<file path="config.mk">
export PLATFORM = sky130hd
export DESIGN_NAME = sha3_padder
export DESIGN_NICKNAME = d
export VERILOG_FILES = /design/src/rtl/sha3_padder.sv
export SDC_FILE = /design/constraint.sdc
export NUM_CORES = 2
export LEC_CHECK = 0
export CORE_AREA = 2 2 648 650
export CTS_BUF_LIST = sky130_fd_sc_hd__clkbuf_16
export CTS_CLUSTER_DIAMETER = 120
export CTS_CLUSTER_SIZE = 30
export DETAILED_ROUTE_END_ITERATION = 8
export DIE_AREA = 0 0 650 652
export GPL_TIMING_DRIVEN = 0
export PLACE_DENSITY = 0.31
export SLEW_MARGIN = 20
export SYNTH_ARGS = -nofsm -noshare
export SYNTH_HDL_FRONTEND = slang
export SYNTH_SLANG_ARGS = --single-unit
</file>
<file path="constraint.sdc">
create_clock -name clk -period 4.1 [get_ports clk]
set_input_delay 1.23 -clock clk [delete_from_list [all_inputs] [get_ports clk]]
set_output_delay 1.23 -clock clk [all_outputs]
set_load 0.005 [all_outputs]
</file>
<file path="src/rtl/sha3_padder.sv">
// sha3_padder: packs a 64-bit message word stream into Keccak rate blocks.
// It applies SHA-3 pad10*1 with a domain suffix byte and presents full 25-lane
// state blocks to the downstream round/XOR engine. Capacity lanes are always zero.
//
// Ports:
//   clk, nrst        clock (rising edge), asynchronous active-low reset
//   in_data          message word, byte k at bits [8k+7:8k]
//   in_bytes         valid bytes in word (0..8; <8 only with in_last)
//   in_last          final word of message
//   in_valid/ready   input handshake
//   blk_data         state block, rate lane i at [i%5][i/5]
//   blk_valid/ready  output handshake
//   blk_last         block is the final (padded) block of the message
//
// Optional build macro SHA3_PADDER_SUFFIX_PORT_EN: replaces parameter SUFFIX
// with input port in_suffix, sampled with the in_last word.
module sha3_padder #(
   parameter int unsigned RATE_LANES = 17
`ifndef SHA3_PADDER_SUFFIX_PORT_EN
   , parameter logic [7:0] SUFFIX = 8'h06
`endif
) (
   input  logic                   clk,
   input  logic                   nrst,
   input  logic [63:0]            in_data,
   input  logic [3:0]             in_bytes,
   input  logic                   in_last,
   input  logic                   in_valid,
`ifdef SHA3_PADDER_SUFFIX_PORT_EN
   input  logic [7:0]             in_suffix,
`endif
   output logic                   in_ready,
   output logic [0:4][0:4][63:0]  blk_data,
   output logic                   blk_valid,
   output logic                   blk_last,
   input  logic                   blk_ready
);

   localparam int unsigned CntW = (RATE_LANES > 1) ? $clog2(RATE_LANES) : 1;

   localparam logic [1:0] StFill     = 2'd0;
   localparam logic [1:0] StSend     = 2'd1;
   localparam logic [1:0] StSendXtra = 2'd2;

   logic [1:0]                   state_q, state_d;
   logic [CntW-1:0]              cnt_q, cnt_d;
   logic [RATE_LANES-1:0][63:0]  lane_q, lane_d;
   logic                         xtra_q, xtra_d;
   logic                         last_q, last_d;
   logic [7:0]                   sfx_q, sfx_d;
   logic                         rdy_q, rdy_d;

   logic [7:0]  sfx_in;
   logic [63:0] masked;
   logic [63:0] word_sfx;
   logic        accept;
   logic        cnt_end;

`ifdef SHA3_PADDER_SUFFIX_PORT_EN
   assign sfx_in = in_suffix;
`else
   assign sfx_in = SUFFIX;
`endif

   assign accept  = in_valid & rdy_q;
   assign cnt_end = (cnt_q == CntW'(RATE_LANES - 1));

   // Zero the bytes past in_bytes, and a copy with the suffix placed right
   // after the last message byte.
   always_comb begin
      masked   = '0;
      word_sfx = '0;
      for (int unsigned k = 0; k < 8; k++) begin
         if (in_bytes > 4'(k)) masked[8*k +: 8] = in_data[8*k +: 8];
      end
      word_sfx = masked;
      for (int unsigned k = 0; k < 8; k++) begin
         if (in_bytes == 4'(k)) word_sfx[8*k +: 8] = masked[8*k +: 8] | sfx_in;
      end
   end

   always_comb begin
      state_d = state_q;
      cnt_d   = cnt_q;
      lane_d  = lane_q;
      xtra_d  = xtra_q;
      last_d  = last_q;
      sfx_d   = sfx_q;
      unique case (state_q)
         StFill: begin
            if (accept) begin
               // Write the current lane; padding is ORed in afterwards so it
               // may land in the lane just written.
               for (int unsigned i = 0; i < RATE_LANES; i++) begin
                  if (cnt_q == CntW'(i)) begin
                     lane_d[i] = (in_last && in_bytes != 4'd8) ? word_sfx : masked;
                  end
               end
               if (!in_last) begin
                  if (cnt_end) begin
                     state_d = StSend;
                     last_d  = 1'b0;
                  end else begin
                     cnt_d = cnt_q + CntW'(1);
                  end
               end else begin
                  sfx_d   = sfx_in;
                  state_d = StSend;
                  if (in_bytes != 4'd8) begin
                     lane_d[RATE_LANES-1][63:56] = lane_d[RATE_LANES-1][63:56] | 8'h80;
                     last_d = 1'b1;
                  end else if (!cnt_end) begin
                     for (int unsigned i = 0; i < RATE_LANES; i++) begin
                        if (cnt_q + CntW'(1) == CntW'(i)) lane_d[i][7:0] = lane_d[i][7:0] | sfx_in;
                     end
                     lane_d[RATE_LANES-1][63:56] = lane_d[RATE_LANES-1][63:56] | 8'h80;
                     last_d = 1'b1;
                  end else begin
                     // Full block, no room for padding: follow with a pad-only block.
                     last_d = 1'b0;
                     xtra_d = 1'b1;
                  end
               end
            end
         end
         StSend, StSendXtra: begin
            if (blk_ready) begin
               lane_d = '0;
               cnt_d  = '0;
               if (state_q == StSend && xtra_q) begin
                  lane_d[0][7:0] = sfx_q;
                  lane_d[RATE_LANES-1][63:56] = lane_d[RATE_LANES-1][63:56] | 8'h80;
                  xtra_d  = 1'b0;
                  last_d  = 1'b1;
                  state_d = StSendXtra;
               end else begin
                  last_d  = 1'b0;
                  state_d = StFill;
               end
            end
         end
         default: state_d = StFill;
      endcase
      rdy_d = (state_d == StFill);
   end

   always_ff @(posedge clk or negedge nrst) begin
      if (!nrst) begin
         state_q <= StFill;
         cnt_q   <= '0;
         lane_q  <= '0;
         xtra_q  <= 1'b0;
         last_q  <= 1'b0;
         sfx_q   <= '0;
         rdy_q   <= 1'b0;
      end else begin
         state_q <= state_d;
         cnt_q   <= cnt_d;
         lane_q  <= lane_d;
         xtra_q  <= xtra_d;
         last_q  <= last_d;
         sfx_q   <= sfx_d;
         rdy_q   <= rdy_d;
      end
   end

   assign in_ready  = rdy_q;
   assign blk_valid = (state_q != StFill);
   assign blk_last  = last_q;

   always_comb begin
      blk_data = '0;
      for (int i = 0; i < int'(RATE_LANES); i++) begin
         blk_data[i % 5][i / 5] = lane_q[i];
      end
   end

   // Illegal byte counts are not supported.
   always_ff @(posedge clk) begin
      if (nrst && in_valid && in_ready) begin
         assert (in_bytes <= 4'd8);
         assert (in_last || in_bytes == 4'd8);
      end
   end

endmodule

</file>
# Yosys cells after proc, flatten, opt, wreduce, memory -nomap -nowiden
# Cells that the tools add are included.
[classes]
div_mod_pow = 0
add_sub_neg = 1
bitwise = 1
shift = 0
n_lt_le_gt_ge = 8
mul = 0
n_reduce_logical = 32
mux = 136
eq_ne = 67
[op_table]
columns = ["cell", "n"]
rows = [
  ["1088-bit 2-to-1 mux", 2],
  ["1088-bit case mux with 2 select lines", 1],
  ["64-bit 2-to-1 mux", 17],
  ["3-bit 2-to-1 mux", 77],
  ["8-bit 2-to-1 mux", 12],
  ["5-bit by 4-bit == test with 1-bit output, second input constant", 16],
  ["4-bit AND reduction", 18],
  ["59-bit 2-to-1 mux", 1],
  ["2-bit inequality test, second input constant", 24],
  ["5-bit by 3-bit == test with 1-bit output, second input constant", 8],
  ["5-bit by 2-bit == test with 1-bit output, second input constant", 4],
  ["5-bit 2-to-1 mux", 4],
  ["4-bit by 3-bit == test with 1-bit output, second input constant", 4],
  ["4-bit by 3-bit greater-than comparator with 1-bit output, second input constant", 4],
  ["1-bit 2-to-1 mux", 13],
  ["5-bit by 1-bit == test with 1-bit output, second input constant", 2],
  ["5-bit == test, second input constant", 2],
  ["5-bit logical NOT", 2],
  ["2-bit 2-to-1 mux", 5],
  ["5-bit case mux with 2 select lines", 1],
  ["4-bit by 2-bit == test with 1-bit output, second input constant", 2],
  ["4-bit by 1-bit greater-than comparator with 1-bit output, second input constant", 2],
  ["4-bit by 2-bit greater-than comparator with 1-bit output, second input constant", 2],
  ["7-bit AND reduction", 1],
  ["16 further kinds", 21],
]
[word_totals]
latchBits = 0
regBits = 1099
mem_bits_rw = 0
rom_bits = 0
mem_count = 0

# Depth between registers and ports, before layout
[depth]
depth_word = 11
ltp_mapped = 10
mapped_depth_nobuf = 7

# Worst setup path after synthesis
# OpenSTA, ideal clock, no wires.
[synth_timing]
kind = "in2reg"
startpoint = "in in_bytes[3]"
endpoint = "reg lane_q, in the netlist blk_data[1410]"
n_path_buf = 2
setup_time_ns = 0.138
stages = 6
slack_ns = 1.348
arrival_ns = 2.614
path_cell_list = "or4_1 > buf_2 > mux2_4 > buf_2 > a32oi_1 > o21ai_1"
[synth_via]
elab_chain_len = 11
elab_cells_between_ends = 14
classes_between = "1 x order compare; 1 x eq/ne; 10 x mux; 2 x reduce/logical"
[synth_rtl]
columns = ["item", "line_no", "text"]
rows = [
  ["start: declaration", "26", "input logic [3:0] in_bytes,"],
  ["4-bit by 1-bit greater-than comparator with 1-bit output", "74", "if (in_bytes > 4'(k)) masked[8*k +: 8] = in_data[8*k +: 8];"],
  ["8-bit 2-to-1 mux", "74", ""],
  ["3-bit 2-to-1 mux", "78", "if (in_bytes == 4'(k)) word_sfx[8*k +: 8] = masked[8*k +: 8] | sfx_in;"],
  ["59-bit 2-to-1 mux", "96", "lane_d[i] = (in_last && in_bytes != 4'd8) ? word_sfx : masked;"],
  ["64-bit 2-to-1 mux", "95", "if (cnt_q == CntW'(i)) begin"],
  ["3-bit 2-to-1 mux", "114", "if (cnt_q + CntW'(1) == CntW'(i)) lane_d[i][7:0] = lane_d[i][7:0] | sfx_in;"],
  ["3-bit 2-to-1 mux", "112", "end else if (!cnt_end) begin"],
  ["3-bit 2-to-1 mux", "109", "if (in_bytes != 4'd8) begin"],
  ["3-bit 2-to-1 mux *", "99", "if (!in_last) begin"],
  ["1088-bit 2-to-1 mux *", "91", "if (accept) begin"],
  ["1088-bit case mux with 2 select lines *", "89", "unique case (state_q)"],
  ["end signal: assignment", "159", "lane_q <= lane_d;"],
  ["end: declaration", "47", "logic [RATE_LANES-1:0][63:0] lane_q, lane_d;"],
]
# Mark *: on every way between the ends. The rest lies on a longest branch, timed or not. The select of a mux whose other input is x is not followed.
# A chain may end at the register's enable or synchronous reset.

# Worst setup path in the final report
[layout_timing]
startpoint = "in in_bytes[3]"
endpoint = "reg lane_q, in the netlist blk_data[784]"
[layout_via]
elab_chain_len = 7
elab_cells_between_ends = 9
classes_between = "1 x order compare; 1 x eq/ne; 6 x mux; 1 x reduce/logical"
[layout_rtl]
columns = ["item", "line_no"]
rows = [
  ["4-bit by 2-bit greater-than comparator with 1-bit output", "74"],
  ["8-bit 2-to-1 mux", "74"],
  ["3-bit 2-to-1 mux", "78"],
  ["59-bit 2-to-1 mux *", "96"],
  ["64-bit 2-to-1 mux *", "95"],
  ["1088-bit 2-to-1 mux *", "91"],
  ["1088-bit case mux with 2 select lines *", "89"],
]
# Marked as above.

==> impl_metrics.json <==
{
  "multi_input_area_mm2": 0.01390,
  "p_int_mw": 19.15,
  "place.gp.congestion": 0.7940,
  "die_w_um": 650,
  "clk_pin_slew_worst_paths_ns": 0.12,
  "tightest_slew_ns": 1.082,
  "fin_nets": 6071,
  "overflow": 0,
  "max_freq_mhz": 239.0,
  "dr.pass1.iters": 5,
  "cts_tree": "done",
  "viasPerCell": 3.341,
  "path_max_fanout": 10,
  "min_path_type": "in2async",
  "violations": "setup timing",
  "rows": 237,
  "drv_cap": 0,
  "timing.final.ws_setup_ns": -0.08435,
  "grt_max_degree": 131,
  "cts_buffer_depth": 4,
  "fin_area_mm2": 0.06949,
  "netlist-cell-type-count": 67,
  "setup_viol": 13,
  "cp-end-kind": "flop",
  "p_leak_nw": 29.82,
  "switchingPower_mw": 15.32,
  "async_flop_share_pct": 100.0,
  "r2r_cells": 8,
  "wl_met3_mm": 22.62,
  "die_h_um": 652,
  "highest_layer": "met5",
  "hpwl_mm": 280.3,
  "initial_core_util_pct": 10.70,
  "crit_required_ns": 4.75,
  "final_common_cell": "clkdlybuf4s50_1",
  "seq_area_frac_synth_pct": 61.79,
  "final_cell_mix": "clkdlybuf4s50_1 (1161), dfrtp_1 (1099), nand2_1 (878)",
  "swShare_pct": 44.45,
  "fin_total_pwr_mw": 34.47,
  "seqCellArea_mm2": 0.02750,
  "p_seq_share_pct": 36.0,
  "antenna_found_initial": 92,
  "power_density_mw_per_mm2": 496.1,
  "drt_wl_total_mm": 345.5,
  "syn_to_final_growth_pct": 56.12,
  "ir_drop_v": 0.0002901,
  "post-place-ws_ns": -1.112,
  "finalCritPeriodShare_pct": 102.1,
  "fin_crit_ns": 4.184,
  "hold_buffers": 0,
  "netlist_area_mm2": 0.04451,
  "tns_ns": -0.5137,
  "htreeDepth": 3,
  "clock_latency_ns": 0.88,
  "ant_nets": 0,
  "synth_seq_cells": 1099,
  "io_pins": 1676,
  "cp-startpoint": "in_bytes[3]",
  "synth_cells": 4173,
  "drt-initial-drc-count": 2647,
  "root_buffer": "clkbuf_16",
  "wl_met2_mm": 182.5,
  "relSlewSlack_pct": 27.89,
  "via_count": 38720,
  "path_class": "in2reg",
  "die_area_mm2": 0.4238,
  "grt_pass1_wl_mm": 433.4,
  "hold_violations": 0,
  "numCtsBuffers": 70,
  "grt_pass1_vias": 38050,
  "arrival_ns": 4.83,
  "drcViolationCount": 0,
  "synth-edff-count": 0,
  "core_mm2": 0.4160,
  "wire_per_inst_um": 29.81,
  "wl_met1_mm": 131.7,
  "nFillCells": 46560,
  "syn_area_per_cell_um2": 10.67,
  "io_buffers": 1163,
  "p_clk_share_pct": 25.7,
  "r2r-start": "state_q[1]",
  "p_comb_share_pct": 38.2,
  "fin_skew_ns": 0.1000,
  "rsz0062_at_grt": "true",
  "placed_area_mm2": 0.06676,
  "cts.sinks": 1099,
  "track_usage_pct": 15.66,
  "ys.flop_type": "dfrtp_1",
  "ys_warn_count": 0,
  "layout-drive-gt1-share_pct": 15.78,
  "maxSlewViolCount": 0,
  "status": "finished, violations left",
  "worstSetupStartpointType": "input pin"
}
==> state kept, by name, indices dropped and copies added, names as in the netlist <==
name and flops:
xtra_q 1, state_q 2, cnt_q 5, blk_last 1
sfx_q 1, in_ready 1, blk_data 1088
==> cell type report <==
| cell class | count | share of cell area [%] |
|---|---|---|
| flip-flops and latches | 1099 | 39.58 |
| multi-input cells | 2750 | 20.01 |
| repair buffers | 1237 | 18.97 |
| well taps | 5497 | 9.898 |
| plain buffers | 821 | 7.554 |
| clock buffers | 71 | 2.557 |
| clock inverters | 49 | 1.169 |
| diodes | 56 | 0.2017 |
| inverters | 11 | 0.05942 |
==> power by group through the flow <==
| stage | clock [mW] | combinational (mW) | sequential [mW] |
|---|---|---|---|
| 2_1_floorplan | 0 | 4.07 | 12.6 |
| 3_3_place_gp | 0 | 13.2 | 12.7 |
| 3_5_place_dp | 0 | 13.9 | 12.6 |
| 4_1_cts | 9.27 | 14.0 | 12.4 |
| 5_1_grt | 9.52 | 14.1 | 12.5 |
| 6_report | 8.87 | 13.2 | 12.4 |
==> worst max-delay path: stages <==
cell and delay [ns]:
clkdlybuf4s50_1 0.50, nor2_1 0.66, nand2_1 0.62, nand2_1 0.89, clkbuf_2 0.64, o21ai_0 0.19
==> per-stage QoR <==
stage | util [%] | hold slack [ns] | std cells
floorplan | - | 0.4351 | 4684
global placement | 15.61 | 0.4577 | 11340
detailed placement | 16.05 | 0.4579 | 11420
CTS | 16.67 | 0.1734 | 11540
global route | 16.68 | 0.2216 | 11550
finish | 16.70 | 0.2620 | 11590
==> synthesized netlist by cell type, drive strengths merged, types with 2 or more instances <==
cell type / instances / share of area (%)
a21boi: 2 / 0.034
buf: 624 / 9.9
dfrtp: 1099 / 62
a21o: 10 / 0.17
nor2: 29 / 0.25
nor4bb: 2 / 0.045
or2: 4 / 0.056
and4b: 3 / 0.067
a211o: 2 / 0.039
o221ai: 12 / 0.24
o41ai: 3 / 0.059
clkbuf: 200 / 1.7
a22oi: 4 / 0.067
nand4: 2 / 0.028
nand4bb: 2 / 0.051
nand2b: 7 / 0.098
mux2: 5 / 0.14
a32oi: 18 / 0.35
and3: 2 / 0.028
and4bb: 8 / 0.22
o211ai: 15 / 0.25
a2bb2oi: 3 / 0.059
nand3: 27 / 0.30
and2: 7 / 0.098
nand2: 907 / 7.6
o21ai: 766 / 8.6
ha: 8 / 0.22
a32o: 2 / 0.045
o2bb2ai: 99 / 1.9
a21oi: 13 / 0.15
nor2b: 6 / 0.084
nor4b: 6 / 0.19
o2111ai: 15 / 0.30
nor3: 4 / 0.056
a22o: 154 / 3.0
o31ai: 75 / 1.3
inv: 10 / 0.084
==> metal layers <==
| layer | vias to the layer above | GRT usage [%] |
|---|---|---|
| li1 | 16860 | - |
| met3 | 195 | 3.797 |
| met1 | 20110 | 17.72 |
| met5 | - | 0 |
| met4 | 12 | 3.934 |
| met2 | 1542 | 29.16 |
==> timing repair <==
item,CTS,global route
endpoints found under the hold margin,0,0
buffers inserted,0,0
gates resized for setup,4,1
pin swaps,0,0
setup endpoints to repair,63,35
==> cells by family (layout without fill, tap and decap cells) <==
family	Yosys count	count (layout)	share of synthesized area, %
AO/OA/AOI/OAI	1198	1198	16.71
XOR/XNOR	1	1	0.01968
adder cells (fa/ha/maj)	8	8	0.2249
buffers and inverters	835	2189	11.68
flip-flops	1099	1099	61.79
multiplexers	5	5	0.1434
other	1	568	0.008425
AND/OR/NAND/NOR	1026	1026	9.420
==> path summary, 6_finish.rpt <==
check / endpoint / slack [ns]
setup / recovery: blk_data[784] / -0.08
hold / removal: blk_data[790] / 0.26
setup reg to reg: blk_data[299] / 0.22
hold reg to reg: blk_data[223] / 0.49
max in group asynchronous: blk_data[566] / 0.61
min in group clk: blk_data[223] / 0.49
Power figures use the tool's default switching activity.
